$ cat src/rtl/tm_pkg.sv
// Shared types for the Turing machine memory path: requester ownership and arbiter FSM states.
package tm_pkg;

    typedef enum logic [1:0] {
        OWN_NONE = 2'd0,
        OWN_CORE = 2'd1,
        OWN_DBG  = 2'd2
    } owner_t;

    typedef enum logic {
        ARB    = 1'b0,
        LOCKED = 1'b1
    } arb_state_t;

endpackage

$ cat src/rtl/tape_mem_arbiter_starve_counter.sv
// Saturating up-counter with clear; sat flags that the count has reached MAX_COUNT.
module starve_counter #(
    parameter int unsigned MAX_COUNT = 4,
    parameter int unsigned CW        = $clog2(MAX_COUNT + 1)
) (
    input  logic clock,
    input  logic reset_n,
    input  logic inc,
    input  logic clr,
    output logic sat
);

    localparam logic [CW-1:0] MaxVal = CW'(MAX_COUNT);

    logic [CW-1:0] count_d, count_q;

    always_comb begin
        count_d = count_q;
        if (clr) begin
            count_d = '0;
        end else if (inc && (count_q != MaxVal)) begin
            count_d = count_q + 1'b1;
        end
    end

    always_ff @(posedge clock or negedge reset_n) begin
        if (!reset_n) begin
            count_q <= '0;
        end else begin
            count_q <= count_d;
        end
    end

    assign sat = (count_q == MaxVal);

endmodule

$ cat src/rtl/tape_mem_arbiter.sv
// Shares the single-port working memory between the core FSM and the debug port, with a
// starvation boost for dbg, a core lock for read-modify-write, and tagged read returns.
module tape_mem_arbiter
    import tm_pkg::*;
#(
    parameter int unsigned DW       = 4,
    parameter int unsigned W        = 64,
    parameter int unsigned AW       = $clog2(W),
    parameter int unsigned MAX_WAIT = 4
) (
    input  logic          clock,
    input  logic          reset_n,
    input  logic          core_req,
    input  logic          core_we,
    input  logic          core_lock,
    input  logic [AW-1:0] core_addr,
    input  logic [DW-1:0] core_wdata,
    output logic          core_gnt,
    output logic          core_rvalid,
    output logic [DW-1:0] core_rdata,
    input  logic          dbg_req,
    input  logic          dbg_we,
    input  logic [AW-1:0] dbg_addr,
    input  logic [DW-1:0] dbg_wdata,
    output logic          dbg_gnt,
    output logic          dbg_rvalid,
    output logic [DW-1:0] dbg_rdata,
    output logic          mem_re,
    output logic          mem_we,
    output logic [AW-1:0] mem_addr,
    output logic [DW-1:0] mem_wdata,
    input  logic [DW-1:0] mem_rdata,
    output logic [1:0]    owner
);

    arb_state_t state_q, state_d;
    owner_t     tag_q, tag_d, win;
    logic       arb_mode, wait_sat, core_win, dbg_win;

    // The cycle the core drops its lock is arbitrated normally, boost included.
    assign arb_mode = (state_q == ARB) || !core_lock;

    always_comb begin
        core_win = 1'b0;
        dbg_win  = 1'b0;
        if (reset_n) begin
            if (!arb_mode) begin
                core_win = core_req;
            end else if (wait_sat && dbg_req) begin
                dbg_win = 1'b1;
            end else begin
                core_win = core_req;
                dbg_win  = dbg_req && !core_req;
            end
        end
    end

    always_comb begin
        win       = OWN_NONE;
        mem_re    = 1'b0;
        mem_we    = 1'b0;
        mem_addr  = '0;
        mem_wdata = '0;
        if (core_win) begin
            win       = OWN_CORE;
            mem_we    = core_we;
            mem_re    = !core_we;
            mem_addr  = core_addr;
            mem_wdata = core_wdata;
        end else if (dbg_win) begin
            win       = OWN_DBG;
            mem_we    = dbg_we;
            mem_re    = !dbg_we;
            mem_addr  = dbg_addr;
            mem_wdata = dbg_wdata;
        end
    end

    always_comb begin
        state_d = LOCKED;
        if (arb_mode) begin
            state_d = (core_win && core_lock) ? LOCKED : ARB;
        end
        tag_d = mem_re ? win : OWN_NONE;
    end

    always_ff @(posedge clock or negedge reset_n) begin
        if (!reset_n) begin
            state_q <= ARB;
            tag_q   <= OWN_NONE;
        end else begin
            state_q <= state_d;
            tag_q   <= tag_d;
        end
    end

    starve_counter #(
        .MAX_COUNT(MAX_WAIT)
    ) u_starve_counter (
        .clock  (clock),
        .reset_n(reset_n),
        .inc    (dbg_req && !dbg_win),
        .clr    (dbg_win || !dbg_req),
        .sat    (wait_sat)
    );

    assign core_gnt    = core_win;
    assign dbg_gnt     = dbg_win;
    assign owner       = win;
    assign core_rvalid = (tag_q == OWN_CORE);
    assign dbg_rvalid  = (tag_q == OWN_DBG);
    assign core_rdata  = core_rvalid ? mem_rdata : '0;
    assign dbg_rdata   = dbg_rvalid ? mem_rdata : '0;

endmodule

$ cat config.mk
export PLATFORM = sky130hd
export DESIGN_NAME = tape_mem_arbiter
export DESIGN_NICKNAME = d
export VERILOG_FILES = /design/src/rtl/tm_pkg.sv /design/src/rtl/tape_mem_arbiter_starve_counter.sv /design/src/rtl/tape_mem_arbiter.sv
export SDC_FILE = /design/constraint.sdc
export NUM_CORES = 1
export LEC_CHECK = 0
export CAP_MARGIN = 20
export CORE_MARGIN = 10
export CORE_UTILIZATION = 28
export CTS_CLUSTER_DIAMETER = 60
export CTS_CLUSTER_SIZE = 10
export DETAILED_ROUTE_END_ITERATION = 7
export GPL_TIMING_DRIVEN = 0
export MAX_ROUTING_LAYER = met4
export PLACE_DENSITY = 0.76
export SLEW_MARGIN = 40
export SYNTH_ARGS = -nofsm -noshare
export SYNTH_HDL_FRONTEND = slang
export SYNTH_SLANG_ARGS = --single-unit
$ cat constraint.sdc
create_clock -name clock -period 1.6 [get_ports clock]
set_input_delay 0.32 -clock clock [delete_from_list [all_inputs] [get_ports clock]]
set_output_delay 0.32 -clock clock [all_outputs]
set_load 0.005 [all_outputs]
==> results.sh, run 1 <==
export IMPL_r2r_start="u_starve_counter.count_q[0]"
export IMPL_numCtsBuffers=3
export IMPL_synth_nets=118
export IMPL_die_area_um2=4652
export IMPL_cts_buffer_depth=2
export IMPL_cp_arrival_ns=1.65
export IMPL_outcome="finished, violations left"
export IMPL_switching_share_pct=30.92
export IMPL_dp_slack_ns=-1.031
export IMPL_hpwl_um=2295
export IMPL_criticalPathCategory="reg -> out"
export IMPL_synth_edff_count=0
export IMPL_synthToLayoutAreaGrowth_pct=112.3
export IMPL_drive_gt1_share_pct=40.00
export IMPL_seq_area_frac_synth_pct=23.08
export IMPL_clk_pin_slew_ns=0.05
export IMPL_fin_tns_setup_ns=-5.051
export IMPL_fin_skew_ns=0.003012
export IMPL_die_h_um=68.21
export IMPL_p_per_area_nw_per_um2=456.6
export IMPL_ir_drop_mv=0.3011
export IMPL_synth_top_flop_cell="dfrtp_1"
export IMPL_max_freq_mhz=507.2
export IMPL_power_frac_comb_pct=50.1
export IMPL_sequentialPowerShare_pct=27.8
export IMPL_tritoncts="done"
export IMPL_vias_per_cell=4.956
export IMPL_hold_class="in -> async"
export IMPL_async_flop_share_pct=100.0
export IMPL_switching_power_uw=195.0
export IMPL_wirelength_um=2940
export IMPL_synthDominantCellAreaShare_pct=23.08
export IMPL_hold_viol_final=0
export IMPL_setup_worst_path_end_class="output port"
export IMPL_grt_pass1_vias=902
export IMPL_clkSinkCount=6
export IMPL_drt_first_pass_iters=4
export IMPL_htreeDepth=1
export IMPL_row_count=17
export IMPL_start_kind="flip-flop"
export IMPL_holdBufCountCts=0
export IMPL_drc=0
export IMPL_synth_cell_type_count=25
export IMPL_ys_ff_latch=6
export IMPL_yosys_warnings=0
export IMPL_failed_checks="negative setup slack"
export IMPL_fin_crit_sh_pct=123.2
export IMPL_reg2reg_to="tag_q[1]"
export IMPL_clk_latency_ns=0.24
export IMPL_required_ns=1.28
export IMPL_synth_area_um2=650.6
export IMPL_initial_utilization_pct=29.41
export IMPL_fin_nets=190
export IMPL_setup_viol=16
export IMPL_ys_top_cells_by_area="dfrtp_1 23%, nand2_1 14%, o22ai_2 13%, and2_1 8.7%, ha_1 3.8%"
export IMPL_r2r_cells=7
export IMPL_p_clk_share_pct=22.1
export IMPL_avgRoutedWirePerCell_um=16.07
export IMPL_worst_slack_ns=-0.3717
export IMPL_internal_power_uw=435.7
export IMPL_rrSetupSlack_ns=0.12
export IMPL_tightest_slew_ns=0.2561
export IMPL_grt_setup_unrepaired="yes"
export IMPL_synthCells=85
export IMPL_ios=57
export IMPL_overflow=0
export IMPL_slew_limit_headroom_pct=82.93
export IMPL_synth_area_leader_cell="dfrtp_1"
export IMPL_first_iter_violations=27
export IMPL_syn_avg_cell_area_um2=7.654
export IMPL_vias=907
export IMPL_maxCapViolCount=0
export IMPL_antenna_found_initial=0
export IMPL_clockRootBuffer="clkbuf_4"
export IMPL_place_congestion=0.7731
export IMPL_drv_slew=0
export IMPL_fin_crit_ns=1.972
export IMPL_design_core_area_um2=2212
export IMPL_track_usage_pct=12.05
export IMPL_cp_max_fo=7
export IMPL_fp_dieW_um=68.21
export IMPL_p_leak_uw=0.0006606
export IMPL_ant_nets=0
export IMPL_antenna_cells=0
export IMPL_grt_first_pass_wirelength_um=4167
export IMPL_io_buffers=56
export IMPL_grt_max_degree=12
flip-flops by register name, indices dropped and copies added, names as in the netlist:
name	flops
state_q	1
tag_q	2
u_starve_counter.count_q	3
power by group through the flow:
| stage | combinational, uW | sequential, uW | clock [uW] |
|---|---|---|---|
| after floorplan | 110 | 172 | 0 |
| after global placement | 265 | 173 | 0 |
| after detailed placement | 272 | 174 | 0 |
| after CTS | 302 | 175 | 146 |
| after global routing | 341 | 176 | 153 |
| final | 316 | 175 | 139 |
routing by layer:
layer / wire length (um) / vias to the layer above / track usage (%)
met5: 0 / - / -
met4: 70 / 0 / 3.769
met3: 209 / 6 / 4.568
met2: 1597 / 45 / 22.21
met1: 1063 / 418 / 11.26
li1: - / 438 / -
synth_stat cells (2+ instances only):
| library cell | number |
|---|---|
| o21ai_0 | 3 |
| nor2_1 | 4 |
| o22ai_1 | 4 |
| and2_1 | 9 |
| nor2b_1 | 2 |
| nand4_1 | 2 |
| dfrtp_1 | 6 |
| nand2_1 | 24 |
| a21boi_0 | 2 |
| ha_1 | 2 |
| o22ai_2 | 7 |
| buf_4 | 2 |
| inv_1 | 6 |
stage by stage:
stage / std cells / hold slack (ns) / total power (uW) / instance area [um2] / utilization, %
after floorplan: 85 / 0.02441 / 281.7 / 655.6 / -
after global placement: 169 / 0.5195 / 437.9 / 1251 / 56.56
after detailed placement: 169 / 0.5282 / 445.5 / 1251 / 56.56
after CTS: 181 / 0.01719 / 622.6 / 1349 / 60.97
after global routing: 183 / 0.02245 / 670.4 / 1381 / 62.44
final: 183 / 0.02140 / 630.7 / 1381 / 62.44
how the worst max path moves through the flow:
| stage | cells past startpoint | to | startpoint | slack, ns |
|---|---|---|---|---|
| global route | 7 | mem_wdata[1] | u_starve_counter.count_q[1] | -0.43 |
| floorplan | 6 | owner[0] | u_starve_counter.count_q[0] | -0.004 |
| global placement | 5 | mem_wdata[1] | reset_n | -0.98 |
| CTS | 7 | mem_addr[4] | u_starve_counter.count_q[1] | -0.36 |
| detailed placement | 5 | mem_wdata[1] | reset_n | -1.03 |
| finish | 7 | mem_addr[4] | u_starve_counter.count_q[0] | -0.37 |
cell type report:
| type | count | area, um2 |
|---|---|---|
| Buffer | 5 | 50.05 |
| Clock buffer | 3 | 22.52 |
| Fill cell | 205 | 830.8 |
| Inverter | 6 | 22.52 |
| Multi-Input combinational cell | 68 | 519.2 |
| Sequential cell | 6 | 150.1 |
| Tap cell | 28 | 35.03 |
| Timing Repair Buffer | 67 | 581.8 |
logic make-up (layout without fill, tap and decap cells):
logic type	count (synthesis)	in the layout	share of synthesized area, %
AND/OR/NAND/NOR	42	42	30.19
AO/OA/AOI/OAI	23	23	31.92
buffers and inverters	11	81	9.420
flip-flops	6	6	23.08
adder cells (fa/ha/maj)	2	2	3.846
multiplexers	1	1	1.539
worst max-delay path, stage by stage, from the launching register on:
cell	delay, ns
dfrtp_1	0.40
inv_2	0.09
ha_4	0.17
nand2_8	0.06
a21o_4	0.27
buf_8	0.14
o22ai_2	0.13
buf_2	0.14
repair_timing:
action,in CTS,in global routing
pin swaps,10,3
setup buffers,8,2
endpoints found under the setup margin,26,20
gates cloned,1,0
gates resized for setup,108,9
cells in the final DEF (no fill, tap or decap), types with 2 or more instances in the layout:
master           count
o22ai_2              8
dlygate4sd2_1        8
nand4_1              2
o21ai_0              2
nor2b_4              2
a21boi_0             2
clkbuf_2             2
nand2_1             23
inv_2                3
clkdlybuf4s15_1      2
and2_1               8
buf_2               15
clkdlybuf4s50_1     26
clkbuf_4             3
nor2_1               3
inv_1                3
buf_6                6
o22ai_1              3
dfrtp_1              6
buf_4               10
No activity file was read; power rests on OpenSTA's default activity.
==> inputs of run 2 (changes only) <==
CORE_UTILIZATION = 30   (was 28)
PLACE_DENSITY = 0.77   (was 0.76)
SKIP_CTS_REPAIR_TIMING = 1   (was unset)
clock period = 2.4 ns   (was 1.6 ns; I/O delays follow)
==> run 2 against run 1 <==
  * The flow still finishes with violations (negative setup slack)
  * Combinational power fell by 43%
  * Wire length decreased by 5.9%
  * Clock power decreased by 32%
  * Critical path type is now in -> out
  * Largest cell class unchanged
==> results.sh, run 2 (synthesis gave the netlist of run 1 again) <==
export IMPL_required_ns=1.92
export IMPL_track_usage_pct=11.60
export IMPL_synthToLayoutAreaGrowth_pct=103.3
export IMPL_hold_viol_final=0
export IMPL_setup_worst_path_end_class="output port"
export IMPL_cp_max_fo=4
export IMPL_crit_family="buffers and inverters"
export IMPL_numCtsBuffers=3
export IMPL_wl_met2_um=1541
export IMPL_drc=0
export IMPL_outcome="finished, violations left"
export IMPL_clk_pin_slew_ns=0.05
export IMPL_fin_crit_sh_pct=102.3
export IMPL_die_area_um2=4432
export IMPL_slew_limit_headroom_pct=82.89
export IMPL_max_freq_mhz=407.4
export IMPL_overflow=0
export IMPL_antenna_found_initial=0
export IMPL_cpPeakStageDelay_ns=0.44
export IMPL_grt_max_degree=12
export IMPL_clkSinkCount=6
export IMPL_fin_skew_ns=0.006056
export IMPL_grt_pass1_vias=772
export IMPL_crit_buf_inv=4
export IMPL_routed_top_layer="met4"
export IMPL_cp_arrival_ns=1.97
export IMPL_wl_met3_um=159
export IMPL_fp_dieW_um=66.57
export IMPL_design_core_area_um2=2002
export IMPL_total_power_uw=388.6
export IMPL_htreeDepth=1
export IMPL_hpwl_um=2361
export IMPL_setup_viol=1
export IMPL_first_iter_violations=26
export IMPL_grt_setup_unrepaired="yes"
export IMPL_die_h_um=66.57
export IMPL_tightest_slew_ns=0.2561
export IMPL_cts_buffer_depth=2
export IMPL_row_count=16
export IMPL_mostFrequentLayoutCells="38 x clkdlybuf4s50_1, 23 x nand2_1, 17 x dlymetal6s2s_1"
export IMPL_clk_latency_ns=0.25
export IMPL_mostFrequentLayoutCell="clkdlybuf4s50_1"
export IMPL_drt_first_pass_iters=5
export IMPL_vias_per_cell=4.924
export IMPL_top_register="u_starve_counter.count_q"
export IMPL_wirelength_um=2768
export IMPL_place_congestion=0.7605
export IMPL_p_per_area_nw_per_um2=293.8
export IMPL_cp_cell_sequence="clkdlybuf4s50_1 > a21bo_1 > o21ai_2 > inv_1 > buf_4 > clkdlybuf4s50_1"
export IMPL_drive_gt1_share_pct=15.28
export IMPL_largest_reg_flops=3
export IMPL_initial_utilization_pct=32.50
export IMPL_p_leak_uw=0.0007855
export IMPL_reg_largest_list="u_starve_counter.count_q (3), tag_q (2), state_q (1)"
export IMPL_rrSetupSlack_ns=1.00
export IMPL_drv_slew=0
export IMPL_start_kind="primary input"
export IMPL_worst_slack_ns=-0.05477
export IMPL_route_layer_met1_wl_um=1029
export IMPL_fin_tns_setup_ns=-0.05477
export IMPL_io_buffers=56
export IMPL_placed_cell_area_um2=1245
export IMPL_final_area_um2=1323
export IMPL_tritoncts="done"
export IMPL_grt_first_pass_wirelength_um=3850
export IMPL_ir_drop_mv=0.2643
export IMPL_fin_nets=179
export IMPL_failed_checks="negative setup slack"
export IMPL_ant_nets=0
export IMPL_fin_crit_ns=2.455
export IMPL_ios=57
export IMPL_maxCapViolCount=0
export IMPL_clockRootBuffer="clkbuf_4"
export IMPL_cpMaxStageDelayCell="clkdlybuf4s50_1"
export IMPL_vias=842
export IMPL_criticalPathCategory="in -> out"
export IMPL_antenna_cells=0
export IMPL_avgRoutedWirePerCell_um=16.19
export IMPL_cp_common_cell="clkdlybuf4s50_1"
export IMPL_hold_class="in -> async"
[run 2: changes by cell type in the layout (fill, tap and decap cells not counted), sizes merged]
cell           delta
dlygate4sd2       -8
dlymetal6s2s     +17
clkdlybuf4s50    +12
clkdlybuf4s15     -3
clkbuf            +1
buf              -30
[run 2: layout make-up]
type / count / area [um2]
buffer: 5 / 42.54
clock buffer: 3 / 22.52
fill: 172 / 679.4
inverter: 6 / 22.52
multi-input combinational: 68 / 452.9
sequential: 6 / 150.1
tap: 27 / 33.78
timing repair buffer: 56 / 598.1
[run 2: metal layers]
| layer | track usage [%] | up-vias |
|---|---|---|
| li1 | - | 411 |
| met1 | 10.89 | 384 |
| met2 | 21.56 | 43 |
| met3 | 3.177 | 4 |
| met4 | 4.712 | 0 |
| met5 | - | - |
[run 2: final timing paths]
check / start / to / cells past startpoint
max: core_lock / owner[0] / 6
min: reset_n / tag_q[1] / 1
max reg2reg: u_starve_counter.count_q[0] / tag_q[1] / 6
min reg2reg: state_q / state_q / 2
max in group asynchronous: reset_n / u_starve_counter.count_q[0] / 1
min in group clock: state_q / state_q / 2
[run 2: report_power, final]
part           internal, uW  switching, uW
clock                  56.7           38.0
sequential              109           6.12
combinational           107           71.7
total                   273            116
[run 2: through the flow]
stage               util [%]  setup WS (ns)  cells  hold WS, ns
floorplan                  -         0.5875     85       0.1844
global placement       62.19        -0.4800    168       0.4969
detailed placement     62.19        -0.5293    168       0.5048
CTS                    63.31        -0.5321    171       0.5113
global route           66.06        -0.1277    171      0.07570
finish                 66.06       -0.05477    171      0.07860
==> inputs of run 3 (changes only) <==
CTS_CLUSTER_SIZE = 30   (was 10)
PLACE_DENSITY = 0.83   (was 0.77)
SYNTH_HIERARCHICAL = 1   (was unset)
==> run 3 against run 2 <==
  * The flow now finishes without violations
  * Worst hold slack got worse by 0.010 ns
  * Via count decreased by 15%
  * Wire length down 15%
==> results.sh, run 3 <==
export IMPL_outcome="complete, no violations"
export IMPL_antenna_found_initial=0
export IMPL_rrSetupSlack_ns=0.46
export IMPL_start_kind="flip-flop"
export IMPL_power_frac_comb_pct=44.7
export IMPL_clk_latency_ns=0.25
export IMPL_fin_crit_ns=2.364
export IMPL_switching_power_uw=99.51
export IMPL_initial_utilization_pct=31.83
export IMPL_synthCells=60
export IMPL_drc=0
export IMPL_cpPeakStageDelay_ns=0.38
export IMPL_cts_buffer_depth=2
export IMPL_tightest_slew_ns=0.2960
export IMPL_criticalPathCategory="reg -> out"
export IMPL_p_leak_uw=0.0007826
export IMPL_r2r_start="u_starve_counter/count_q[1]"
export IMPL_crit_buf_inv=5
export IMPL_placed_cell_area_um2=1147
export IMPL_r2r_cells=9
export IMPL_p_clk_share_pct=25.8
export IMPL_design_core_area_um2=1745
export IMPL_cp_arrival_ns=1.88
export IMPL_ir_drop_mv=0.4841
export IMPL_fin_nets=166
export IMPL_max_freq_mhz=423.0
export IMPL_grt_setup_unrepaired="yes"
export IMPL_vias=718
export IMPL_slew_limit_headroom_pct=80.23
export IMPL_synth_commonest_cells="11 x a22o_1, 11 x and2_1, 6 x dfrtp_1"
export IMPL_grt_max_degree=12
export IMPL_ios=57
export IMPL_fin_skew_ns=0.007068
export IMPL_internal_power_uw=275.2
export IMPL_ys_top_cells_by_area="dfrtp_1 27%, a22o_1 17%, and2_1 12%, ha_1 4.5%, buf_6 4.1%"
export IMPL_finalCoreUtilization_pct=75.56
export IMPL_antenna_cells=0
export IMPL_grt_first_pass_wirelength_um=3608
export IMPL_avgRoutedWirePerCell_um=15.04
export IMPL_cp_max_fo=9
export IMPL_synth_area_leader_cell="dfrtp_1"
export IMPL_cpMaxStageDelayCell="dfrtp_1"
export IMPL_setup_viol=0
export IMPL_wirelength_um=2346
export IMPL_synth_nets=93
export IMPL_numCtsBuffers=3
export IMPL_synthDominantCellAreaShare_pct=27.03
export IMPL_synth_edff_count=0
export IMPL_ys_ff_latch=6
export IMPL_synth_top_flop_cell="dfrtp_1"
export IMPL_async_flop_share_pct=100.0
export IMPL_mostFrequentLayoutCells="36 x clkdlybuf4s50_1, 15 x dlymetal6s2s_1, 13 x buf_4"
export IMPL_hpwl_um=1957
export IMPL_reg2reg_to="u_starve_counter/count_q[0]"
export IMPL_clkSinkCount=6
export IMPL_place_congestion=0.7819
export IMPL_first_iter_violations=17
export IMPL_clk_pin_slew_ns=0.05
export IMPL_seq_area_frac_synth_pct=27.03
export IMPL_maxCapViolCount=0
export IMPL_synth_area_um2=555.5
export IMPL_final_area_um2=1319
export IMPL_die_area_um2=3973
export IMPL_tritoncts="done"
export IMPL_vias_per_cell=4.603
export IMPL_mostFrequentLayoutCell="clkdlybuf4s50_1"
export IMPL_track_usage_pct=11.26
export IMPL_worst_slack_ns=0.03593
export IMPL_crit_family="buffers and inverters"
export IMPL_syn_avg_cell_area_um2=9.259
export IMPL_drv_slew=0
export IMPL_die_h_um=63.03
export IMPL_fin_crit_sh_pct=98.50
export IMPL_row_count=15
export IMPL_ant_nets=0
export IMPL_cp_cell_sequence="inv_2 > ha_4 > and2_4 > nand2b_4 > nand4_4 > inv_2 > buf_6 > buf_4 > a22o_1 > clkbuf_2"
export IMPL_reg_largest_list="u_starve_counter/count_q (3), tag_q (2), state_q (1)"
export IMPL_switching_share_pct=26.56
export IMPL_synth_cell_type_count=23
export IMPL_grt_pass1_vias=760
export IMPL_overflow=0
export IMPL_top_register="u_starve_counter/count_q"
export IMPL_timing_hold_ws_ns=0.06835
export IMPL_largest_reg_flops=3
export IMPL_p_per_area_nw_per_um2=284.1
export IMPL_hold_viol_final=0
export IMPL_hold_class="in -> async"
export IMPL_required_ns=1.92
export IMPL_fp_dieW_um=63.03
export IMPL_dp_slack_ns=-0.5747
export IMPL_sequentialPowerShare_pct=29.6
export IMPL_drive_gt1_share_pct=26.72
export IMPL_clockRootBuffer="clkbuf_4"
export IMPL_synthToLayoutAreaGrowth_pct=137.4
export IMPL_drt_first_pass_iters=4
export IMPL_setup_worst_path_end_class="output port"
export IMPL_htreeDepth=1
export IMPL_cp_common_cell="inv_2"
export IMPL_io_buffers=56
export IMPL_place_inst=141
export IMPL_yosys_warnings=6
export IMPL_layout_cells_non_filler=156
## run 3: changes by cell type after synthesis, sizes merged, moves of 2 or more
cell / change
nand2: -21
a22o: +11
o22ai: -11
nand2b: +3
o21ai: -3
a21bo: -2
and2: +2
nor2: -2
## run 3: area by class of cell
| type | instances | area (um2) |
|---|---|---|
| repair buffers | 68 | 669.4 |
| inverters | 5 | 18.77 |
| plain buffers | 3 | 30.03 |
| fillers | 133 | 426.7 |
| clock buffers | 3 | 22.52 |
| well taps | 25 | 31.28 |
| flip-flops and latches | 6 | 150.1 |
| multi-input cells | 46 | 396.6 |
## run 3: power by group through the flow
| stage | sequential (uW) | combinational, uW | clock (uW) |
|---|---|---|---|
| 2_1_floorplan | 111 | 50.2 | 0 |
| 3_3_place_gp | 112 | 146 | 0 |
| 3_5_place_dp | 112 | 150 | 0 |
| 4_1_cts | 111 | 151 | 98.9 |
| 5_1_grt | 111 | 183 | 108 |
| 6_report | 111 | 167 | 96.6 |
## run 3: worst max-delay path by stage
stage	start	end	slack (ns)	depth (start not counted)
floorplan	u_starve_counter/count_q[0]	mem_addr[0]	0.48	8
global placement	reset_n	mem_addr[1]	-0.53	6
detailed placement	reset_n	mem_addr[0]	-0.57	6
CTS	reset_n	mem_addr[0]	-0.58	6
global route	u_starve_counter/count_q[1]	mem_wdata[2]	-0.05	10
finish	u_starve_counter/count_q[0]	mem_wdata[2]	0.04	10
## run 3: metal layers
metal | vias to the layer above | wire length [um] | track usage [%]
met4 | 0 | 22 | 4.190
met2 | 38 | 1179 | 20.30
met5 | - | 0 | -
li1 | 358 | - | -
met3 | 2 | 160 | 3.047
met1 | 320 | 983 | 11.23
## run 3: metrics by stage
| stage | TNS [ns] | power [uW] |
|---|---|---|
| after global routing | -0.1038 | 402.1 |
| final | 0 | 374.7 |
| after global placement | -6.921 | 257.7 |
| after detailed placement | -7.185 | 262.5 |
| after CTS | -7.468 | 360.3 |
| after floorplan | 0 | 161.3 |
## run 3: logic make-up (layout without fill, tap and decap cells)
logic type / Yosys count / count (layout) / synth area share (%)
and+or+nand+nor: 25 / 25 / 28.83
AOI/OAI and AO/OA: 17 / 17 / 26.35
buffers and inverters: 8 / 79 / 8.783
DFF: 6 / 6 / 27.03
adders and majority gates: 2 / 2 / 4.504
muxes: 2 / 2 / 4.504
